===== src/rtl/ccsds123_ctrl_pkg.sv =====
// ccsds123_ctrl_pkg
//   Shared definitions for the CCSDS-123 image sequencer:
//   - ctrl_state_e : sequencer state encoding
//   - SAT_CNT_W    : default width of the length / stall counters
//   - calc_beats() : input beats needed to carry one NX*NY*NZ image
//   - cnt_width()  : register width able to hold 0..n-1 (minimum 1 bit)
package ccsds123_ctrl_pkg;

    typedef enum logic [1:0] {
        ST_IDLE   = 2'd0,
        ST_STREAM = 2'd1,
        ST_DRAIN  = 2'd2,
        ST_DONE   = 2'd3
    } ctrl_state_e;

    localparam int unsigned SAT_CNT_W = 32;

    // A partially filled final beat still costs a whole beat.
    function automatic int unsigned calc_beats(input int unsigned nx,
                                               input int unsigned ny,
                                               input int unsigned nz,
                                               input int unsigned pipelines);
        return (nx * ny * nz + pipelines - 1) / pipelines;
    endfunction

    function automatic int unsigned cnt_width(input int unsigned n);
        return (n <= 2) ? 1 : $clog2(n);
    endfunction

endpackage


===== src/rtl/ccsds123_beat_counter.sv =====
// ccsds123_beat_counter
//   Counter with synchronous clear. In bounded mode it counts 0..N-1 and
//   wraps to 0, pulsing wrap_o on the wrapping increment. In free-running
//   mode (FREE_RUN=1) it rolls over at all-ones and wrap_o marks that.
// Ports:
//   clk_i  : clock, rising edge
//   rst_i  : synchronous active-high reset
//   clr_i  : synchronous clear, has priority over inc_i
//   inc_i  : count enable
//   cnt_o  : current count
//   wrap_o : combinational pulse, inc_i on the terminal count (no clear)
module ccsds123_beat_counter
    import ccsds123_ctrl_pkg::*;
#(
    parameter int unsigned W        = SAT_CNT_W,
    parameter int unsigned N        = 16,
    parameter bit          FREE_RUN = 1'b0
) (
    input  logic         clk_i,
    input  logic         rst_i,
    input  logic         clr_i,
    input  logic         inc_i,
    output logic [W-1:0] cnt_o,
    output logic         wrap_o
);

    localparam logic [W-1:0] LAST = FREE_RUN ? {W{1'b1}} : W'(N - 1);

    logic [W-1:0] cnt_q, cnt_d;
    logic         at_last;

    always_comb begin
        at_last = (cnt_q == LAST);
        wrap_o  = inc_i & at_last & ~clr_i;
        cnt_d   = cnt_q;
        if (clr_i) begin
            cnt_d = '0;
        end else if (inc_i) begin
            cnt_d = at_last ? '0 : cnt_q + W'(1);
        end
    end

    always_ff @(posedge clk_i) begin
        if (rst_i) begin
            cnt_q <= '0;
        end else begin
            cnt_q <= cnt_d;
        end
    end

    assign cnt_o = cnt_q;

endmodule


===== src/rtl/ccsds123_frame_ctrl.sv =====
// ccsds123_frame_ctrl
//   Image sequencer in front of ccsds123_top. Admits exactly one image
//   (BEATS input beats) at a time, then gates the input off until the
//   compressor returns the matching output tlast. Reports per-image output
//   length, images completed, upstream stall cycles and early-tlast errors.
// Ports:
//   clk, rst                      : clock / synchronous active-high reset
//   cmd_start, cmd_num_images     : run command (accepted in IDLE only)
//   s_axis_*                      : upstream sample stream (in)
//   c_axis_*                      : gated sample stream to the compressor
//   cm_axis_*                     : compressor output stream (in)
//   m_axis_*                      : downstream output (pass-through of cm_*)
//   busy                          : STREAM or DRAIN
//   done                          : one-cycle pulse after a run completes
//   len_valid, len_beats          : per-image output length report
//   images_done                   : images completed in the current run
//   in_stall_cnt                  : saturating upstream stall cycle count
//   err_early_last                : sticky, tlast seen before input complete
module ccsds123_frame_ctrl
    import ccsds123_ctrl_pkg::*;
#(
    parameter int unsigned PIPELINES = 2,
    parameter int unsigned D         = 16,
    parameter int unsigned NX        = 4,
    parameter int unsigned NY        = 4,
    parameter int unsigned NZ        = 4,
    parameter int unsigned BUS_WIDTH = 64,
    parameter int unsigned LEN_W     = SAT_CNT_W
) (
    input  logic                   clk,
    input  logic                   rst,
    input  logic                   cmd_start,
    input  logic [15:0]            cmd_num_images,
    input  logic [PIPELINES*D-1:0] s_axis_tdata,
    input  logic                   s_axis_tvalid,
    output logic                   s_axis_tready,
    output logic [PIPELINES*D-1:0] c_axis_tdata,
    output logic                   c_axis_tvalid,
    input  logic                   c_axis_tready,
    input  logic [BUS_WIDTH-1:0]   cm_axis_tdata,
    input  logic                   cm_axis_tvalid,
    input  logic                   cm_axis_tlast,
    output logic                   cm_axis_tready,
    output logic [BUS_WIDTH-1:0]   m_axis_tdata,
    output logic                   m_axis_tvalid,
    output logic                   m_axis_tlast,
    input  logic                   m_axis_tready,
    output logic                   busy,
    output logic                   done,
    output logic                   len_valid,
    output logic [LEN_W-1:0]       len_beats,
    output logic [15:0]            images_done,
    output logic [LEN_W-1:0]       in_stall_cnt,
    output logic                   err_early_last
);

    localparam int unsigned BEATS = calc_beats(NX, NY, NZ, PIPELINES);
    localparam int unsigned IN_W  = cnt_width(BEATS);

    ctrl_state_e      state_q, state_d;
    logic [15:0]      num_q, num_d;
    logic [15:0]      images_q, images_d;
    logic [LEN_W-1:0] len_q, len_d;
    logic [LEN_W-1:0] stall_q, stall_d;
    logic             len_valid_q, len_valid_d;
    logic             done_q, done_d;
    logic             err_q, err_d;

    logic             in_stream, in_drain, counting;
    logic             c_hs, cm_hs;
    logic             start_acc, early_last, drain_last;
    logic             in_wrap;
    logic [IN_W-1:0]  in_cnt;
    logic [LEN_W-1:0] out_cnt;
    logic             out_wrap;

    // ------------------------------------------------------------------
    // Stream gating and pass-through
    // ------------------------------------------------------------------
    assign in_stream = (state_q == ST_STREAM);
    assign in_drain  = (state_q == ST_DRAIN);
    assign counting  = in_stream | in_drain;

    assign c_axis_tdata  = s_axis_tdata;
    assign c_axis_tvalid = s_axis_tvalid & in_stream;
    assign s_axis_tready = c_axis_tready & in_stream;

    assign m_axis_tdata   = cm_axis_tdata;
    assign m_axis_tvalid  = cm_axis_tvalid;
    assign m_axis_tlast   = cm_axis_tlast;
    assign cm_axis_tready = m_axis_tready;

    assign c_hs  = s_axis_tvalid & c_axis_tready & in_stream;
    assign cm_hs = cm_axis_tvalid & m_axis_tready;

    assign start_acc = (state_q == ST_IDLE) & cmd_start;
    // A tlast in STREAM is early even when it coincides with the last input
    // beat; the clear below then also suppresses the input counter's wrap.
    assign early_last = in_stream & cm_hs & cm_axis_tlast;
    assign drain_last = in_drain & cm_hs & cm_axis_tlast;

    // ------------------------------------------------------------------
    // Beat counters
    // ------------------------------------------------------------------
    ccsds123_beat_counter #(
        .W        (IN_W),
        .N        (BEATS),
        .FREE_RUN (1'b0)
    ) u_in_cnt (
        .clk_i  (clk),
        .rst_i  (rst),
        .clr_i  (start_acc | early_last),
        .inc_i  (c_hs),
        .cnt_o  (in_cnt),
        .wrap_o (in_wrap)
    );

    ccsds123_beat_counter #(
        .W        (LEN_W),
        .N        (2),
        .FREE_RUN (1'b1)
    ) u_out_cnt (
        .clk_i  (clk),
        .rst_i  (rst),
        .clr_i  (start_acc | early_last | drain_last),
        .inc_i  (cm_hs & counting),
        .cnt_o  (out_cnt),
        .wrap_o (out_wrap)
    );

    // Only the input wrap and the output count drive the sequencer.
    logic unused_cnt;
    assign unused_cnt = ^{in_cnt, out_wrap};

    // ------------------------------------------------------------------
    // Sequencer
    // ------------------------------------------------------------------
    always_comb begin
        state_d     = state_q;
        num_d       = num_q;
        images_d    = images_q;
        len_d       = len_q;
        stall_d     = stall_q;
        err_d       = err_q;
        len_valid_d = 1'b0;
        // done trails the DONE state by one cycle.
        done_d      = (state_q == ST_DONE);

        if (in_stream && s_axis_tvalid && !c_axis_tready && (stall_q != '1)) begin
            stall_d = stall_q + LEN_W'(1);
        end

        unique case (state_q)
            ST_IDLE: begin
                if (cmd_start) begin
                    num_d    = cmd_num_images;
                    images_d = '0;
                    stall_d  = '0;
                    err_d    = 1'b0;
                    state_d  = (cmd_num_images == '0) ? ST_DONE : ST_STREAM;
                end
            end
            ST_STREAM: begin
                if (early_last) begin
                    err_d   = 1'b1;
                    state_d = ST_IDLE;
                end else if (in_wrap) begin
                    state_d = ST_DRAIN;
                end
            end
            ST_DRAIN: begin
                if (drain_last) begin
                    len_d       = out_cnt + LEN_W'(1);
                    len_valid_d = 1'b1;
                    images_d    = images_q + 16'd1;
                    state_d     = ((images_q + 16'd1) == num_q) ? ST_DONE : ST_STREAM;
                end
            end
            ST_DONE: begin
                state_d = ST_IDLE;
            end
            default: begin
                state_d = ST_IDLE;
            end
        endcase
    end

    always_ff @(posedge clk) begin
        if (rst) begin
            state_q     <= ST_IDLE;
            num_q       <= '0;
            images_q    <= '0;
            len_q       <= '0;
            stall_q     <= '0;
            len_valid_q <= 1'b0;
            done_q      <= 1'b0;
            err_q       <= 1'b0;
        end else begin
            state_q     <= state_d;
            num_q       <= num_d;
            images_q    <= images_d;
            len_q       <= len_d;
            stall_q     <= stall_d;
            len_valid_q <= len_valid_d;
            done_q      <= done_d;
            err_q       <= err_d;
        end
    end

    assign busy           = counting;
    assign done           = done_q;
    assign len_valid      = len_valid_q;
    assign len_beats      = len_q;
    assign images_done    = images_q;
    assign in_stall_cnt   = stall_q;
    assign err_early_last = err_q;

endmodule


===== config.mk =====
export PLATFORM = sky130hd
export DESIGN_NAME = ccsds123_frame_ctrl
export DESIGN_NICKNAME = d
export VERILOG_FILES = /design/src/rtl/ccsds123_ctrl_pkg.sv /design/src/rtl/ccsds123_beat_counter.sv /design/src/rtl/ccsds123_frame_ctrl.sv
export SDC_FILE = /design/constraint.sdc
export NUM_CORES = 1
export LEC_CHECK = 0
export BUFFER_PORTS_ARGS = -buffer_cell sky130_fd_sc_hd__buf_2
export CAP_MARGIN = 20
export CORE_MARGIN = 1
export CORE_UTILIZATION = 30
export DETAILED_ROUTE_END_ITERATION = 7
export PLACE_DENSITY = 0.59
export RECOVER_POWER = 50
export SLEW_MARGIN = 20
export SYNTH_ARGS = -nofsm -noshare
export SYNTH_HDL_FRONTEND = slang
export SYNTH_SLANG_ARGS = --single-unit

===== constraint.sdc =====
create_clock -name clk -period 4.3 [get_ports clk]
set_input_delay 0.86 -clock clk [delete_from_list [all_inputs] [get_ports clk]]
set_output_delay 0.86 -clock clk [all_outputs]
set_load 0.02 [all_outputs]

==> out/qor.txt <==
Synth area leaders: dfxtp_1, buf_4, a21oi_1
First-pass GRT wire length: 32100 um
Worst-margin pin slew: 1.56 ns
DP Worst Slack: 1.56 ns
Initial antenna violation count: 0
Area grow syn2layout: 7.83%
MaxCap Viol Count: 1
Starting DRT DRC Count: 384
Total number of vias: 6789
Synth unique cells: 66
CTS max path bufs: 2
Row count: 59
Outcome: finished with violations
Async SR Flop Fraction: 0%
Postcts setup bufs: 0
Hold Buf Count CTS: 0
Synthesized cell area: 7960 um^2
Synth Flop Type: dfxtp_1
Clock-pin slew on the worst setup and hold paths: 0.07 ns
Post-Syn Area per Cell: 8.15 um^2
Worst-skew pair later-pin latency: 0.43 ns
Cell accounting for the most synthesized area: dfxtp_1
WP data arrival: 3.35 ns
Power Dens Cells: 414 nW/um^2
Setup-failing EPs final: 0
Die Height: 165 um
Failing checks: capacitance limit, slew limit
Core area: 26100 um^2
Num CTS Buffers: 17
Clock Sink Count: 138
Setup repair after global routing missed its margin: no
Antenna diodes: 0
Min cycle time layout: 2.99 ns
Vias per Instance: 5.17
Gp weighted congestion: 0.797
Sequential fraction of the synthesis area: 34.7%
Worst Hold Margin: 0.471 ns
GRT Residual Overflow: 0
Post-DP HPWL: 14400 um
TritonCTS clock tree: done
Initial DRT Pass Iterations: 5
Syn nets: 1106
Hold crit path type: flip-flop to flip-flop
Cells after synthesis: 976
Nets@finish: 1094
Share of cells above drive strength 1: 13.5%
Commonest cells after routing, fill and taps aside: dfxtp_1, nand2_1, nor2_1, buf_2, a21oi_1
Worst Path Required: 4.67 ns
Critical Path Source Type: flip-flop
Synth warn: 0
Fillers: 2741
Fin. Hold Viols: 0
Final ANT Viol Nets: 0
Final Worst Setup Slack: 1.31 ns
WS Path Type: flip-flop to flip-flop
Static leakage: 2.95 nW
Final Max Slew Viols: 72
Post_cts resized: 0
Peak Freq: 0.335 GHz
Fin crit share: 69.4%
Worst vdd ir: 196 uV
Fin Clk Skew: 0.00983 ns
Slew headroom: -4.23%
TNS Setup: 0 ns
FF+latch count, synth: 138
Commonest non-fill, non-tap cell in the layout: dfxtp_1
DIE AREA: 27200 um^2
DRC: 0
Post-Route WL: 20300 um
Global router's overall resource usage: 14.9%
Crit-path max FO: 31
Largest net degree at the start of global routing: 72
I/O pins: 305
Die W: 165 um
Initial Util: 30.5%
Vias in the first global route: 6131
Proportion of netlist area held by the largest area contributor: 34.7%
Routed len/inst: 15.5 um
CP Capture Type: flip-flop
Root buf cell: clkbuf_16
EDFF count, synth: 0
Buffers on Ports: 112
Htree depth: 4
-- critical path, stage by stage (launching register included) --
cell	delay (ns)
dfxtp_1	0.38
inv_1	0.11
ha_1	0.25
a21o_1	0.18
clkbuf_1	0.55
a21o_1	0.44
nand2b_1	0.17
buf_4	0.23
or4_1	0.52
nand3_1	0.09
-- path summary, 6_finish.rpt --
path	start	end	slack [ns]	cells after the start
min reg2reg	num_q[7]	num_q[7]	0.47	2
max reg2reg	state_q[1]	u_out_cnt.cnt_o[5]	1.31	9
min	num_q[7]	num_q[7]	0.47	2
max	state_q[1]	u_out_cnt.cnt_o[5]	1.31	9
-- state kept, by name, indices dropped and copies added, names as in the netlist --
name             count
len_beats           32
done                 1
u_out_cnt.cnt_o     32
u_in_cnt.cnt_o       5
state_q              2
err_early_last       1
images_done         16
len_valid            1
in_stall_cnt        32
num_q               16
-- metrics by stage --
step                utilization, %  cells  cell area [um^2]  power (W)
detailed placement            30.8   1280              8030    0.00205
CTS                           33.2   1312              8640    0.00360
global route                  32.9   1312              8580    0.00372
finish                        32.9   1312              8580    0.00355
floorplan                        -    976              7960    0.00197
global placement              30.8   1280              8030    0.00205
-- cells by family (layout without fill, tap and decap cells) --
family	after synthesis	after routing	synth area share (%)
AND/OR/NAND/NOR	398	398	27.2
AO/OA/AOI/OAI	202	202	16.4
buffers and inverters	161	162	12.7
flip-flops	138	138	34.7
XOR/XNOR	64	64	7.04
adder cells (fa/ha/maj)	10	10	1.57
multiplexers	3	3	0.377
-- power by group --
| part | total (W) | internal, W | leakage, nW | switching, W |
|---|---|---|---|---|
| Combinational | 0.000625 | 0.000196 | 1.55 | 0.000430 |
| Sequential | 0.00138 | 0.00133 | 1.11 | 0.0000443 |
| Clock | 0.00155 | 0.000924 | 0.291 | 0.000624 |
| Total | 0.00355 | 0.00245 | 2.95 | 0.00110 |
-- cells in the mapped netlist, types with 3 or more instances --
cell and number:
a211oi_1 31, a21oi_1 67, a311oi_1 6, a31oi_1 13, a41oi_1 3, and2_1 8, and3_1 20, and4_1 7
buf_1 5, buf_2 8, buf_4 100, clkbuf_1 33, dfxtp_1 138, ha_1 10, inv_1 11, mux2i_1 3
nand2_1 88, nand2b_1 6, nand3_1 52, nand3b_1 6, nand4_1 26, nand4b_1 3, nor2_1 83, nor2b_1 5
nor3_1 13, nor4_1 13, nor4_2 3, nor4b_1 3, o211ai_1 7, o21ai_0 35, o31a_1 3, o31ai_1 18
or2_2 5, or3_1 10, or4_1 32, xnor2_1 26, xor2_1 38
-- routing by layer --
metal	up-vias	GRT usage, %	part of all wire (%)
met1	3217	18.5	46
met2	133	24.7	48
li1	3422	-	-
met3	17	4.65	4.8
met4	0	4.38	1.3
met5	-	0	0
-- area by class of cell --
cell class | count | area (um^2) | area share [%]
Multi-Input combinational cell | 677 | 4190 | 48.8
Sequential cell | 138 | 2760 | 32.2
Timing Repair Buffer | 119 | 552 | 6.43
Clock buffer | 17 | 425 | 4.96
Tap cell | 335 | 419 | 4.88
Clock inverter | 15 | 191 | 2.23
Inverter | 11 | 41.3 | 0.481
Note: power is estimated with default switching activity, not from simulation.
